**config.mk**
```make
export PLATFORM = sky130hd
export DESIGN_NAME = pulse_safety_monitor
export DESIGN_NICKNAME = d
export VERILOG_FILES = /design/src/rtl/pulse_monitor_pkg.sv /design/src/rtl/pulse_sync.sv /design/src/rtl/pulse_safety_monitor.sv
export SDC_FILE = /design/constraint.sdc
export NUM_CORES = 1
export LEC_CHECK = 0
export BUFFER_PORTS_ARGS = -buffer_cell sky130_fd_sc_hd__buf_4
export CORE_MARGIN = 3
export CORE_UTILIZATION = 23
export DETAILED_ROUTE_END_ITERATION = 8
export MAX_ROUTING_LAYER = met4
export SETUP_SLACK_MARGIN = 0.2
export SLEW_MARGIN = 0
export SYNTH_ARGS = -nofsm -noshare
export SYNTH_HDL_FRONTEND = slang
export SYNTH_SLANG_ARGS = --single-unit
```
**constraint.sdc**
```tcl
create_clock -name clk -period 2.8 [get_ports clk]
set_input_delay 0.42 -clock clk [delete_from_list [all_inputs] [get_ports clk]]
set_output_delay 0.42 -clock clk [all_outputs]
set_load 0.1 [all_outputs]
```
**src/rtl/pulse_monitor_pkg.sv**
```systemverilog
// Shared definitions for the pulse safety monitor.
// Contents:
//   - state_t: monitor FSM states (IDLE / HIGH / LOW)
//   - STAT_*: bit positions inside the monitor_status byte
//   - CNT_W_DEFAULT, SYNC_STAGES_DEFAULT: default parameter values
//   - CNT_MAX: saturation value of a counter at the default width
package pulse_monitor_pkg;

  localparam int CNT_W_DEFAULT       = 32;
  localparam int SYNC_STAGES_DEFAULT = 2;

  localparam logic [CNT_W_DEFAULT-1:0] CNT_MAX = '1;

  typedef enum logic [1:0] {
    ST_IDLE = 2'd0,
    ST_HIGH = 2'd1,
    ST_LOW  = 2'd2
  } state_t;

  localparam int STAT_SHORT = 0;
  localparam int STAT_LONG  = 1;
  localparam int STAT_RATE  = 2;
  localparam int STAT_ANY   = 3;
  localparam int STAT_LEVEL = 4;
  localparam int STAT_HIGH  = 5;
  localparam int STAT_SEEN  = 6;
  localparam int STAT_RSVD  = 7;

endpackage

```
**src/rtl/pulse_sync.sv**
```systemverilog
// Synchroniser and edge detector for the asynchronous laser trigger.
// Ports:
//   clk, rst  - system clock, synchronous active-high reset
//   pulse_in  - asynchronous trigger input
//   p_s       - synchronised trigger level
//   rise      - one-cycle pulse on a synchronised low-to-high transition
//   fall      - one-cycle pulse on a synchronised high-to-low transition
// p_s, rise and fall are all registered and mutually aligned, so an edge
// on pulse_in shows up on rise/fall SYNC_STAGES+1 clocks later.
module pulse_sync #(
  parameter int SYNC_STAGES = 2
) (
  input  logic clk,
  input  logic rst,
  input  logic pulse_in,
  output logic p_s,
  output logic rise,
  output logic fall
);

  logic [SYNC_STAGES-1:0] chain;
  logic [SYNC_STAGES-1:0] fill;
  logic                   armed;
  logic                   level;

  assign level = chain[SYNC_STAGES-1];

  // The chain is flushed to zero by reset, so right after reset its output
  // does not reflect the real input. fill tracks when the chain holds real
  // samples; rise is only accepted once a genuine low has been observed, so
  // a pulse already in flight during reset is never reported as a new rise.
  always_ff @(posedge clk) begin
    if (rst) begin
      chain <= '0;
      fill  <= '0;
      armed <= 1'b0;
      p_s   <= 1'b0;
      rise  <= 1'b0;
      fall  <= 1'b0;
    end else begin
      chain <= {chain[SYNC_STAGES-2:0], pulse_in};
      fill  <= {fill[SYNC_STAGES-2:0], 1'b1};
      if (fill[SYNC_STAGES-1] && !level) begin
        armed <= 1'b1;
      end
      p_s  <= level;
      rise <= armed & level & ~p_s;
      fall <= ~level & p_s;
    end
  end

endmodule

```
**src/rtl/pulse_safety_monitor.sv**
```systemverilog
// Laser trigger safety monitor. Measures the width and rise-to-rise period
// of each trigger pulse in clk cycles, compares them against the limit
// registers and raises sticky fault flags that gate the laser.
// Ports:
//   clk, rst                  - system clock, synchronous active-high reset
//   pulse_in                  - asynchronous laser trigger
//   enable                    - monitor enable
//   clear_fault               - single-cycle clear of the sticky faults
//   pulse_width_lower_limit   - minimum high time (0 = check off)
//   pulse_width_upper_limit   - maximum high time (0 = check off)
//   rate_lower_limit          - minimum rise-to-rise period (0 = check off)
//   fault_short/long/rate     - sticky fault flags
//   safe_out                  - registered enable & no fault
//   last_width, last_period   - last measured width / period
//   monitor_status            - status byte for the I2C status register
module pulse_safety_monitor
  import pulse_monitor_pkg::*;
#(
  parameter int CNT_W       = CNT_W_DEFAULT,
  parameter int SYNC_STAGES = SYNC_STAGES_DEFAULT
) (
  input  logic             clk,
  input  logic             rst,
  input  logic             pulse_in,
  input  logic             enable,
  input  logic             clear_fault,
  input  logic [CNT_W-1:0] pulse_width_lower_limit,
  input  logic [CNT_W-1:0] pulse_width_upper_limit,
  input  logic [CNT_W-1:0] rate_lower_limit,
  output logic             fault_short,
  output logic             fault_long,
  output logic             fault_rate,
  output logic             safe_out,
  output logic [CNT_W-1:0] last_width,
  output logic [CNT_W-1:0] last_period,
  output logic [7:0]       monitor_status
);

  localparam logic [CNT_W-1:0] SAT = {CNT_W{1'b1}};
  localparam logic [CNT_W-1:0] ONE = CNT_W'(1);

  state_t           state;
  state_t           next_state;
  logic             p_s;
  logic             rise;
  logic             fall;
  logic [CNT_W-1:0] wcnt;
  logic [CNT_W-1:0] pcnt;
  logic [CNT_W-1:0] wcnt_next;
  logic [CNT_W-1:0] pcnt_next;
  logic             cap_width;
  logic             cap_period;
  logic             set_short;
  logic             set_long;
  logic             set_rate;
  logic             pulse_seen;
  logic             seen_next;
  logic             any_fault;

  pulse_sync #(
    .SYNC_STAGES(SYNC_STAGES)
  ) u_sync (
    .clk      (clk),
    .rst      (rst),
    .pulse_in (pulse_in),
    .p_s      (p_s),
    .rise     (rise),
    .fall     (fall)
  );

  function automatic logic [CNT_W-1:0] sat_inc(input logic [CNT_W-1:0] v);
    return (v == SAT) ? v : v + ONE;
  endfunction

  // State register.
  always_ff @(posedge clk) begin
    if (rst) begin
      state <= ST_IDLE;
    end else begin
      state <= next_state;
    end
  end

  // Next-state logic. Disabling the monitor parks the FSM in IDLE, and IDLE
  // only leaves on a fresh rise, so enabling mid-pulse waits for the next one.
  always_comb begin
    next_state = state;
    if (!enable) begin
      next_state = ST_IDLE;
    end else begin
      case (state)
        ST_IDLE: if (rise) next_state = ST_HIGH;
        ST_HIGH: if (fall) next_state = ST_LOW;
        ST_LOW:  if (rise) next_state = ST_HIGH;
        default: next_state = ST_IDLE;
      endcase
    end
  end

  // Counter updates, captures and check conditions. The period counter runs
  // in every cycle except the rise that restarts it, which makes rises P
  // clocks apart measure exactly P. A saturated pcnt is all-ones, so it is
  // never below a limit and passes the rate check on its own.
  always_comb begin
    wcnt_next  = wcnt;
    pcnt_next  = pcnt;
    seen_next  = pulse_seen;
    cap_width  = 1'b0;
    cap_period = 1'b0;
    set_short  = 1'b0;
    set_long   = 1'b0;
    set_rate   = 1'b0;
    if (!enable) begin
      wcnt_next = '0;
      pcnt_next = '0;
      seen_next = 1'b0;
    end else begin
      case (state)
        ST_IDLE: begin
          if (rise) begin
            wcnt_next = ONE;
            pcnt_next = ONE;
            seen_next = 1'b1;
          end else begin
            wcnt_next = '0;
            pcnt_next = '0;
          end
        end
        ST_HIGH: begin
          pcnt_next = sat_inc(pcnt);
          set_long  = (pulse_width_upper_limit != '0) &&
                      (wcnt > pulse_width_upper_limit);
          if (fall) begin
            cap_width = 1'b1;
            set_short = (pulse_width_lower_limit != '0) &&
                        (wcnt < pulse_width_lower_limit);
          end else begin
            wcnt_next = sat_inc(wcnt);
          end
        end
        ST_LOW: begin
          if (rise) begin
            cap_period = 1'b1;
            set_rate   = (rate_lower_limit != '0) && (pcnt < rate_lower_limit);
            wcnt_next  = ONE;
            pcnt_next  = ONE;
          end else begin
            pcnt_next = sat_inc(pcnt);
          end
        end
        default: begin
          wcnt_next = '0;
          pcnt_next = '0;
        end
      endcase
    end
  end

  // Datapath registers. A fault set beats a simultaneous clear so that a
  // violation can never be lost to a clear arriving in the same cycle.
  always_ff @(posedge clk) begin
    if (rst) begin
      wcnt        <= '0;
      pcnt        <= '0;
      last_width  <= '0;
      last_period <= '0;
      fault_short <= 1'b0;
      fault_long  <= 1'b0;
      fault_rate  <= 1'b0;
      safe_out    <= 1'b0;
      pulse_seen  <= 1'b0;
    end else begin
      wcnt       <= wcnt_next;
      pcnt       <= pcnt_next;
      pulse_seen <= seen_next;
      if (cap_width)  last_width  <= wcnt;
      if (cap_period) last_period <= pcnt;
      if (set_short)        fault_short <= 1'b1;
      else if (clear_fault) fault_short <= 1'b0;
      if (set_long)         fault_long  <= 1'b1;
      else if (clear_fault) fault_long  <= 1'b0;
      if (set_rate)         fault_rate  <= 1'b1;
      else if (clear_fault) fault_rate  <= 1'b0;
      safe_out <= enable & ~any_fault;
    end
  end

  assign any_fault = fault_short | fault_long | fault_rate;

  // Status byte assembly.
  always_comb begin
    monitor_status             = '0;
    monitor_status[STAT_SHORT] = fault_short;
    monitor_status[STAT_LONG]  = fault_long;
    monitor_status[STAT_RATE]  = fault_rate;
    monitor_status[STAT_ANY]   = any_fault;
    monitor_status[STAT_LEVEL] = p_s;
    monitor_status[STAT_HIGH]  = (state == ST_HIGH);
    monitor_status[STAT_SEEN]  = pulse_seen;
    monitor_status[STAT_RSVD]  = 1'b0;
  end

endmodule

```
==> impl_metrics.toml, run 1 <==
[outcome]
outcome = "finished, final reports clean"

[routing]
drt_wl_total_um = 27800
postRouteAntennaNets = 0
first_iter_violations = 439
dr_total_vias = 8008
drc = 0
drt_pass1_iterations = 5
wl_per_cell_um = 16.4
viasPerCell = 4.73

[placed_design]
hpwl_um = 21500
gp_congestion = 0.869
place_inst = 1660
io_buffer_count = 175

[logic_synthesis]
yosys_warnings = 0
synth_seq_cells = 143
synth-xor-area-share_pct = 5.18
muxShareOfSynthArea_pct = 0.362
synth_top_family_by_area = "simple AND/OR/NAND/NOR gates"
synth_nets = 1244
avgSynthCellArea_um2 = 7.92
synth_most_common_cell = "nand2_1"
synth.distinct_cells = 55
synth.area.top_cells = "dfxtp_1 (35%), ha_1 (14%), nand2_1 (7.3%)"
ys_async_sr_fraction_pct = 0
synthAdderAreaFrac_pct = 14.5
syn_area_um2 = 8290
synth.top_cell.area_share_pct = 34.5
synthFlopType = "dfxtp_1"
synth_edf_count = 0
synthSimpleGateAreaFrac_pct = 25.9
synth_compound_area_share_pct = 12.5
synthCells = 1047
netlist_top_cells_count = "nand2_1 (162), dfxtp_1 (143), a21oi_1 (107), inv_1 (101), ha_1 (96)"
yosysTopAreaCell = "dfxtp_1"
ys_seq_area_share_pct = 34.5

[timing]
fin_crit_sh_pct = 85.4
finalSetupTns_ns = 0
setup_violations = 0
slew_headroom_pct = 50.3
skew_ns = 0.00634
fmax_mhz = 418
hold_slack_ns = 0.222
fin_crit_ns = 2.39
max_slew.worst_pin.slew_ns = 0.745
hold_viol = 0
rsz0062_at_grt = "false"
drv_slew = 0

[setup_path]
r2r_start = "wcnt[27]$_SDFFE_PP0P_"
cp.required_ns = 3.11
worstPathArrival_ns = 2.70
worst_r2r_endpoint = "wcnt[27]$_SDFFE_PP0P_"
crit_path_start_kind = "flip-flop"
crit_fanout = 17
crit_type = "reg2reg"
reg2reg_slack_ns = 0.41
end_kind = "flip-flop"
rr_worst_depth = 6

[clock_network]
htree_levels = 4
cts_root_buf = "clkbuf_16"
cts-resized-gates = 0
post_cts_buffers = 0
clkSlewWorstSetupHoldPaths_ns = 0.06
clock_sink_count = 143
cts_buffers = 17
cts_buffer_depth = 2
cts_tree = "built"
clock_latency_ns = 0.43
ctsHoldBuffers = 0

[pwr]
power_mw = 4.88
power.internal_mw = 3.80
power.share.clock_pct = 51.8
peakVddDrop_mv = 0.407
powerDensity_nw_per_um2 = 452
netSwitchingFraction_pct = 22.2
pwr-share-comb_pct = 6.4
power.switching_mw = 1.08
pwr-share-seq_pct = 41.8
cellLeakagePower_nw = 4.73

[global_routing]
gr-total-overflow = 0
grt_pass1_vias = 8175
grt_pass1_wl_um = 43600
grt_max_degree = 38
grtUsageTotal_pct = 14.7
antenna_found_initial = 0

[cells_and_area]
fillers = 3752
seq_area_um2 = 2860
multi_input_area_um2 = 4850
antenna_cells = 0
final_layout_size_suffix_gt1_share_pct = 19.3
final_nets = 1421
area_growth_pct = 30.4
finalNonFillerCells = 1692

[run]
cap_violations = 0

[floorplan]
row_count = 68
die_h_um = 196
die-area_um2 = 38300
fp.coreArea_um2 = 35100
die_w_um = 196
start_util_pct = 23.6
num_io_pins = 177

[hold_path]
worstHoldEndpoint = "u_sync.chain[0]$_SDFF_PP0_"
hp-class = "in2reg"
min_from = "pulse_in"
hold_depth = 2
final cells by class:
| cell class | instances | area share [%] |
|---|---|---|
| multi-input combinational | 762 | 44.9 |
| sequential | 143 | 26.5 |
| clock inverter | 8 | 1.39 |
| inverter | 101 | 3.51 |
| clock buffer | 24 | 4.64 |
| tap | 455 | 5.27 |
| timing repair buffer | 199 | 13.8 |
sequential cells by signal (all words and copies together), names as in the netlist, 2 cells and up:
| signal | cells |
|---|---|
| u_sync.chain | 2 |
| wcnt | 32 |
| pcnt | 32 |
| u_sync.fill | 2 |
| state | 2 |
| last_width | 32 |
| last_period | 32 |
worst max-delay path by stage:
stage / from / end / slack, ns / cells past startpoint
3_3_place_gp: wcnt[22]$_SDFFE_PP0P_ / wcnt[27]$_SDFFE_PP0P_ / 0.47 / 6
4_1_cts: wcnt[22]$_SDFFE_PP0P_ / wcnt[27]$_SDFFE_PP0P_ / 0.39 / 6
5_1_grt: wcnt[1]$_SDFFE_PP0P_ / fault_short$_SDFFE_PP0P_ / 0.21 / 6
2_1_floorplan: state[0]$_SDFFE_PP0P_ / pcnt[22]$_SDFF_PP0_ / 0.49 / 6
3_5_place_dp: wcnt[22]$_SDFFE_PP0P_ / wcnt[27]$_SDFFE_PP0P_ / 0.42 / 6
6_report: wcnt[27]$_SDFFE_PP0P_ / wcnt[27]$_SDFFE_PP0P_ / 0.41 / 6
cells by family (layout without fill, tap and decap cells):
group	count (synthesis)	in the layout
fa+ha+maj	96	96
compound gates	175	175
simple gates	438	438
other cells	1	1
buf+inv	142	332
xor+xnor	49	49
mux	3	3
flops	143	143
power by group through the flow:
stage,Combinational [mW],Clock (mW),Sequential (mW)
2_1_floorplan,0.126,0,2.09
3_3_place_gp,0.306,0,2.09
3_5_place_dp,0.312,0,2.09
4_1_cts,0.315,2.58,2.04
5_1_grt,0.347,2.68,2.04
6_report,0.313,2.53,2.04
critical path, stage by stage, from the launching register on:
cell and delay, ns:
dfxtp_1 0.48, nand4_1 0.23, or4b_4 0.59, or4_4 0.57, nand4_1 0.20, xor2_1 0.16
nor2_1 0.05
metrics by stage:
| stage | area, µm² | setup slack (ns) | util (%) |
|---|---|---|---|
| global route | 10800 | 0.212 | 30.8 |
| finish | 10800 | 0.409 | 30.8 |
| global placement | 10200 | 0.466 | 29.0 |
| floorplan | 8300 | 0.489 | - |
| detailed placement | 10200 | 0.425 | 29.0 |
| CTS | 10800 | 0.393 | 30.8 |
routing by layer:
layer	global-route usage (%)	routed length (µm)	share of wire, %
met4	4.52	513	1.8
met3	3.47	1270	4.6
met5	-	0	0
met2	24.1	13200	47
met1	18.1	12800	46
layout by cell type (no fill, tap or decap), drive strengths merged, types with 13 or more instances in the layout:
cell type	Yosys	layout
a21oi	107	107
buf	12	199
clkbuf	29	24
dfxtp	143	143
ha	96	96
inv	101	102
nand2	162	162
nand3	38	38
nand4	49	49
nor2	80	80
nor3	13	13
nor4	30	30
xnor2	15	15
xor2	34	34
Power figures use the tool's default switching activity.
==> run 2, diff against run 1 <==
--- a/config.mk
+++ b/config.mk
@@ -8,6 +8,7 @@
 export BUFFER_PORTS_ARGS = -buffer_cell sky130_fd_sc_hd__buf_4
 export CORE_MARGIN = 3
 export CORE_UTILIZATION = 23
+export CTS_BUF_LIST = sky130_fd_sc_hd__clkbuf_16
 export DETAILED_ROUTE_END_ITERATION = 8
 export MAX_ROUTING_LAYER = met4
 export SETUP_SLACK_MARGIN = 0.2
==> impl_metrics.toml, run 2 (synthesis gave the netlist of run 1 again) <==
[routing]
wl_per_cell_um = 16.4
first_iter_violations = 436
drt_wl_total_um = 27700
drt_pass1_iterations = 5
postRouteAntennaNets = 0
dr_total_vias = 8013
viasPerCell = 4.74
drc = 0

[cells_and_area]
final_layout_size_suffix_gt1_share_pct = 18.9
final_nets = 1421
antenna_cells = 0
layout_common_cells = "buf_4 (199), nand2_1 (162), dfxtp_1 (143)"
area_growth_pct = 29.8
final_common_cell = "buf_4"
final_area_um2 = 10800

[hold_path]
worstHoldEndpoint = "u_sync.chain[0]$_SDFF_PP0_"
min_from = "pulse_in"
hp-class = "in2reg"
hold_depth = 2

[global_routing]
grt_max_degree = 38
gr-total-overflow = 0
grtUsageTotal_pct = 14.7
antenna_found_initial = 0
grt_pass1_wl_um = 43600
grt_pass1_vias = 8142

[pwr]
power_mw = 4.73
peakVddDrop_mv = 0.409
cellLeakagePower_nw = 4.71
power.switching_mw = 1.08
power.share.clock_pct = 50.2
power.internal_mw = 3.65
netSwitchingFraction_pct = 22.7
pwr-share-comb_pct = 6.6
pwr-share-seq_pct = 43.2
powerDensity_nw_per_um2 = 440

[setup_path]
worstPathArrival_ns = 2.70
reg2reg_slack_ns = 0.41
crit_path_start_kind = "flip-flop"
r2r_start = "wcnt[22]$_SDFFE_PP0P_"
end_kind = "flip-flop"
worst_r2r_endpoint = "wcnt[27]$_SDFFE_PP0P_"
crit_fanout = 17
rr_worst_depth = 6
crit_type = "reg2reg"
cp.required_ns = 3.11

[clock_network]
cts_tree = "built"
clkSlewWorstSetupHoldPaths_ns = 0.06
clock_latency_ns = 0.43
cts_buffer_depth = 2
clock_sink_count = 143
cts-resized-gates = 0
cts_root_buf = "clkbuf_16"
post_cts_buffers = 0
htree_levels = 4
ctsHoldBuffers = 0
cts_buffers = 17

[outcome]
outcome = "finished, final reports clean"

[timing]
fin_crit_ns = 2.39
fmax_mhz = 418
fin_crit_sh_pct = 85.4
max_slew.worst_pin.slew_ns = 0.754
slew_headroom_pct = 49.6
rsz0062_at_grt = "false"
hold_viol = 0
skew_ns = 0.0104
hold_slack_ns = 0.222
drv_slew = 0
setup_violations = 0
finalSetupTns_ns = 0

[floorplan]
die_w_um = 196
num_io_pins = 177
die-area_um2 = 38300
fp.coreArea_um2 = 35100
start_util_pct = 23.6
row_count = 68
die_h_um = 196

[placed_design]
io_buffer_count = 175
post_dp_cell_area_um2 = 10200
hpwl_um = 21500
gp_congestion = 0.869

[run]
cap_violations = 0
==> run 2: changes by cell type in the layout (fill, tap and decap cells not counted) <==
cell and change:
clkbuf_1 -2, clkinv_1 +5, inv_1 +2, clkbuf_8 -5
==> run 2: power by group through the flow <==
stage	combinational, mW	sequential, mW	clock (mW)
floorplan	0.126	2.09	0
finish	0.312	2.04	2.38
global placement	0.306	2.09	0
detailed placement	0.312	2.09	0
CTS	0.315	2.04	2.43
global route	0.346	2.04	2.54
==> run 2: cell type report <==
| class | count | area, µm² |
|---|---|---|
| well taps | 455 | 569 |
| inverters | 101 | 379 |
| multi-input cells | 762 | 4850 |
| flip-flops and latches | 143 | 2860 |
| fillers | 3763 | 24300 |
| repair buffers | 199 | 1490 |
| clock inverters | 15 | 176 |
| clock buffers | 17 | 425 |
==> run 2: per-layer routing <==
metal  vias up  routed length [µm]  GRT usage [%]
met1      3793               12700           18.2
met2       182               13200           24.1
met4         0                 471           4.49
met3        31                1300           3.40
li1       4007                   -              -
met5         -                   0              -
==> run 2: stage by stage <==
step,cells,util [%],setup WS [ns]
finish,1692,30.7,0.407
global route,1692,30.7,0.211
CTS,1692,30.7,0.393
detailed placement,1660,29.0,0.425
global placement,1660,29.0,0.466
floorplan,1047,-,0.489
==> run 2: worst max-delay path: stages (launching register included) <==
cell and delay [ns]:
dfxtp_1 0.53, nand4_2 0.18, or4b_4 0.59, or4_4 0.57, nand4_1 0.20, xor2_1 0.16, nor2_1 0.05
==> run 2: worst max path at each step <==
stage	start	end	slack [ns]	depth (start not counted)
floorplan	state[0]$_SDFFE_PP0P_	pcnt[22]$_SDFF_PP0_	0.49	6
global placement	wcnt[22]$_SDFFE_PP0P_	wcnt[27]$_SDFFE_PP0P_	0.47	6
detailed placement	wcnt[22]$_SDFFE_PP0P_	wcnt[27]$_SDFFE_PP0P_	0.42	6
CTS	wcnt[22]$_SDFFE_PP0P_	wcnt[27]$_SDFFE_PP0P_	0.39	6
global route	wcnt[1]$_SDFFE_PP0P_	fault_short$_SDFFE_PP0P_	0.21	6
finish	wcnt[22]$_SDFFE_PP0P_	wcnt[27]$_SDFFE_PP0P_	0.41	6
==> run 3, diff against run 2 <==
--- a/config.mk
+++ b/config.mk
@@ -6,11 +6,13 @@
 export NUM_CORES = 1
 export LEC_CHECK = 0
 export BUFFER_PORTS_ARGS = -buffer_cell sky130_fd_sc_hd__buf_4
+export CAP_MARGIN = 20
 export CORE_MARGIN = 3
 export CORE_UTILIZATION = 23
 export CTS_BUF_LIST = sky130_fd_sc_hd__clkbuf_16
 export DETAILED_ROUTE_END_ITERATION = 8
 export MAX_ROUTING_LAYER = met4
+export PLACE_DENSITY_LB_ADDON = 0.08
 export SETUP_SLACK_MARGIN = 0.2
 export SLEW_MARGIN = 0
 export SYNTH_ARGS = -nofsm -noshare
==> impl_metrics.toml, run 3 (synthesis gave the netlist of run 1 again) <==
[cells_and_area]
final_area_um2 = 10900
layout_common_cells = "buf_4 (213), nand2_1 (162), dfxtp_1 (143)"
fillers = 3867
antenna_cells = 0
final_nets = 1436
final_layout_size_suffix_gt1_share_pct = 20.5
final_common_cell = "buf_4"
area_growth_pct = 31.6

[floorplan]
row_count = 68
die_w_um = 196
fp.coreArea_um2 = 35100
num_io_pins = 177
die_h_um = 196
start_util_pct = 23.6
die-area_um2 = 38300

[clock_network]
clkSlewWorstSetupHoldPaths_ns = 0.07
htree_levels = 4
clock_sink_count = 143
cts_root_buf = "clkbuf_16"
cts_buffer_depth = 2
clock_latency_ns = 0.44
cts_tree = "built"
ctsHoldBuffers = 0
cts_buffers = 17

[timing]
max_slew.worst_pin.slew_ns = 0.744
fmax_mhz = 417
hold_viol = 0
drv_slew = 0
rsz0062_at_grt = "false"
fin_crit_sh_pct = 85.7
finalSetupTns_ns = 0
slew_headroom_pct = 50.4
hold_slack_ns = 0.217
skew_ns = 0.0142
setup_violations = 0
fin_crit_ns = 2.40

[global_routing]
grt_max_degree = 61
grt_pass1_wl_um = 46300
grt_pass1_vias = 7908
grtUsageTotal_pct = 15.9
antenna_found_initial = 0
gr-total-overflow = 0

[routing]
drt_pass1_iterations = 4
wl_per_cell_um = 17.4
postRouteAntennaNets = 0
dr_total_vias = 7889
drc = 0
viasPerCell = 4.62
drt_wl_total_um = 29800
first_iter_violations = 327

[pwr]
cellLeakagePower_nw = 4.79
powerDensity_nw_per_um2 = 439
peakVddDrop_mv = 0.414
power_mw = 4.78

[outcome]
outcome = "finished, final reports clean"

[run]
cap_violations = 0

[setup_path]
worstPathArrival_ns = 2.72
end_kind = "flip-flop"
crit_type = "reg2reg"
crit_path_start_kind = "flip-flop"
reg2reg_slack_ns = 0.40
crit_fanout = 6
cp.required_ns = 3.12

[placed_design]
gp_congestion = 0.777
hpwl_um = 23200
io_buffer_count = 175
post_dp_cell_area_um2 = 10300

[hold_path]
hp-class = "in2reg"
==> run 3: cell types whose count changed in the layout (fill, tap and decap cells not counted), moves of 2 or more <==
cell | previous run | this run
clkinvlp_4 | 1 | 3
inv_1 | 103 | 101
clkinv_4 | 1 | 4
buf_4 | 199 | 213
clkinv_1 | 5 | 1
==> run 3: per-layer routing <==
metal  vias up  part of all wire (%)  global-route usage, %
met5         -                     0                      -
met4         0                  0.87                   3.27
met1      3688                    52                   22.9
met2       146                    43                   23.3
met3        13                   3.9                   2.82
li1       4042                     -                      -
==> run 3: worst max-delay path, cell delays in order (launching register included) <==
cell and delay, ns:
dfxtp_1 0.50, ha_1 0.29, a2111oi_0 0.39, nor4_1 0.09, a2111oi_1 0.52, o31ai_2 0.20, a311oi_2 0.30
==> run 3: through the flow <==
step,util [%],setup WS (ns),std cells
after CTS,31.1,0.238,1707
after detailed placement,29.3,0.104,1675
after floorplan,-,0.489,1047
after global placement,29.3,0.128,1675
after global routing,31.1,0.256,1707
final,31.1,0.401,1707
==> run 3: final timing paths <==
kind                                             start                          to  cells past startpoint
worst min-delay path                          pulse_in  u_sync.chain[0]$_SDFF_PP0_                      2
worst max-delay path              wcnt[1]$_SDFFE_PP0P_    fault_short$_SDFFE_PP0P_                      6
worst max register to register    wcnt[1]$_SDFFE_PP0P_    fault_short$_SDFFE_PP0P_                      6
worst min register to register  u_sync.fill[0]$_DFF_P_   u_sync.fill[1]$_SDFF_PP0_                      1
==> run 3: where the power goes <==
part	total (mW)	switching [mW]	internal [mW]	leakage (nW)
registers	2.04	0.00241	2.04	1.15
clock network	2.43	1.01	1.41	0.289
logic	0.316	0.171	0.145	3.35
total	4.78	1.19	3.60	4.79
==> run 3: cell type report <==
cell class | count | area, µm² | area share (%)
clock inverters | 15 | 185 | 1.70
inverters | 101 | 379 | 3.48
flip-flops and latches | 143 | 2860 | 26.3
multi-input cells | 762 | 4860 | 44.6
well taps | 455 | 569 | 5.22
clock buffers | 17 | 425 | 3.90
repair buffers | 214 | 1620 | 14.8
==> run 3: repair_timing <==
item	CTS	global route
setup buffers	0	0
setup endpoints to repair	1	1
gates resized for setup	1	2
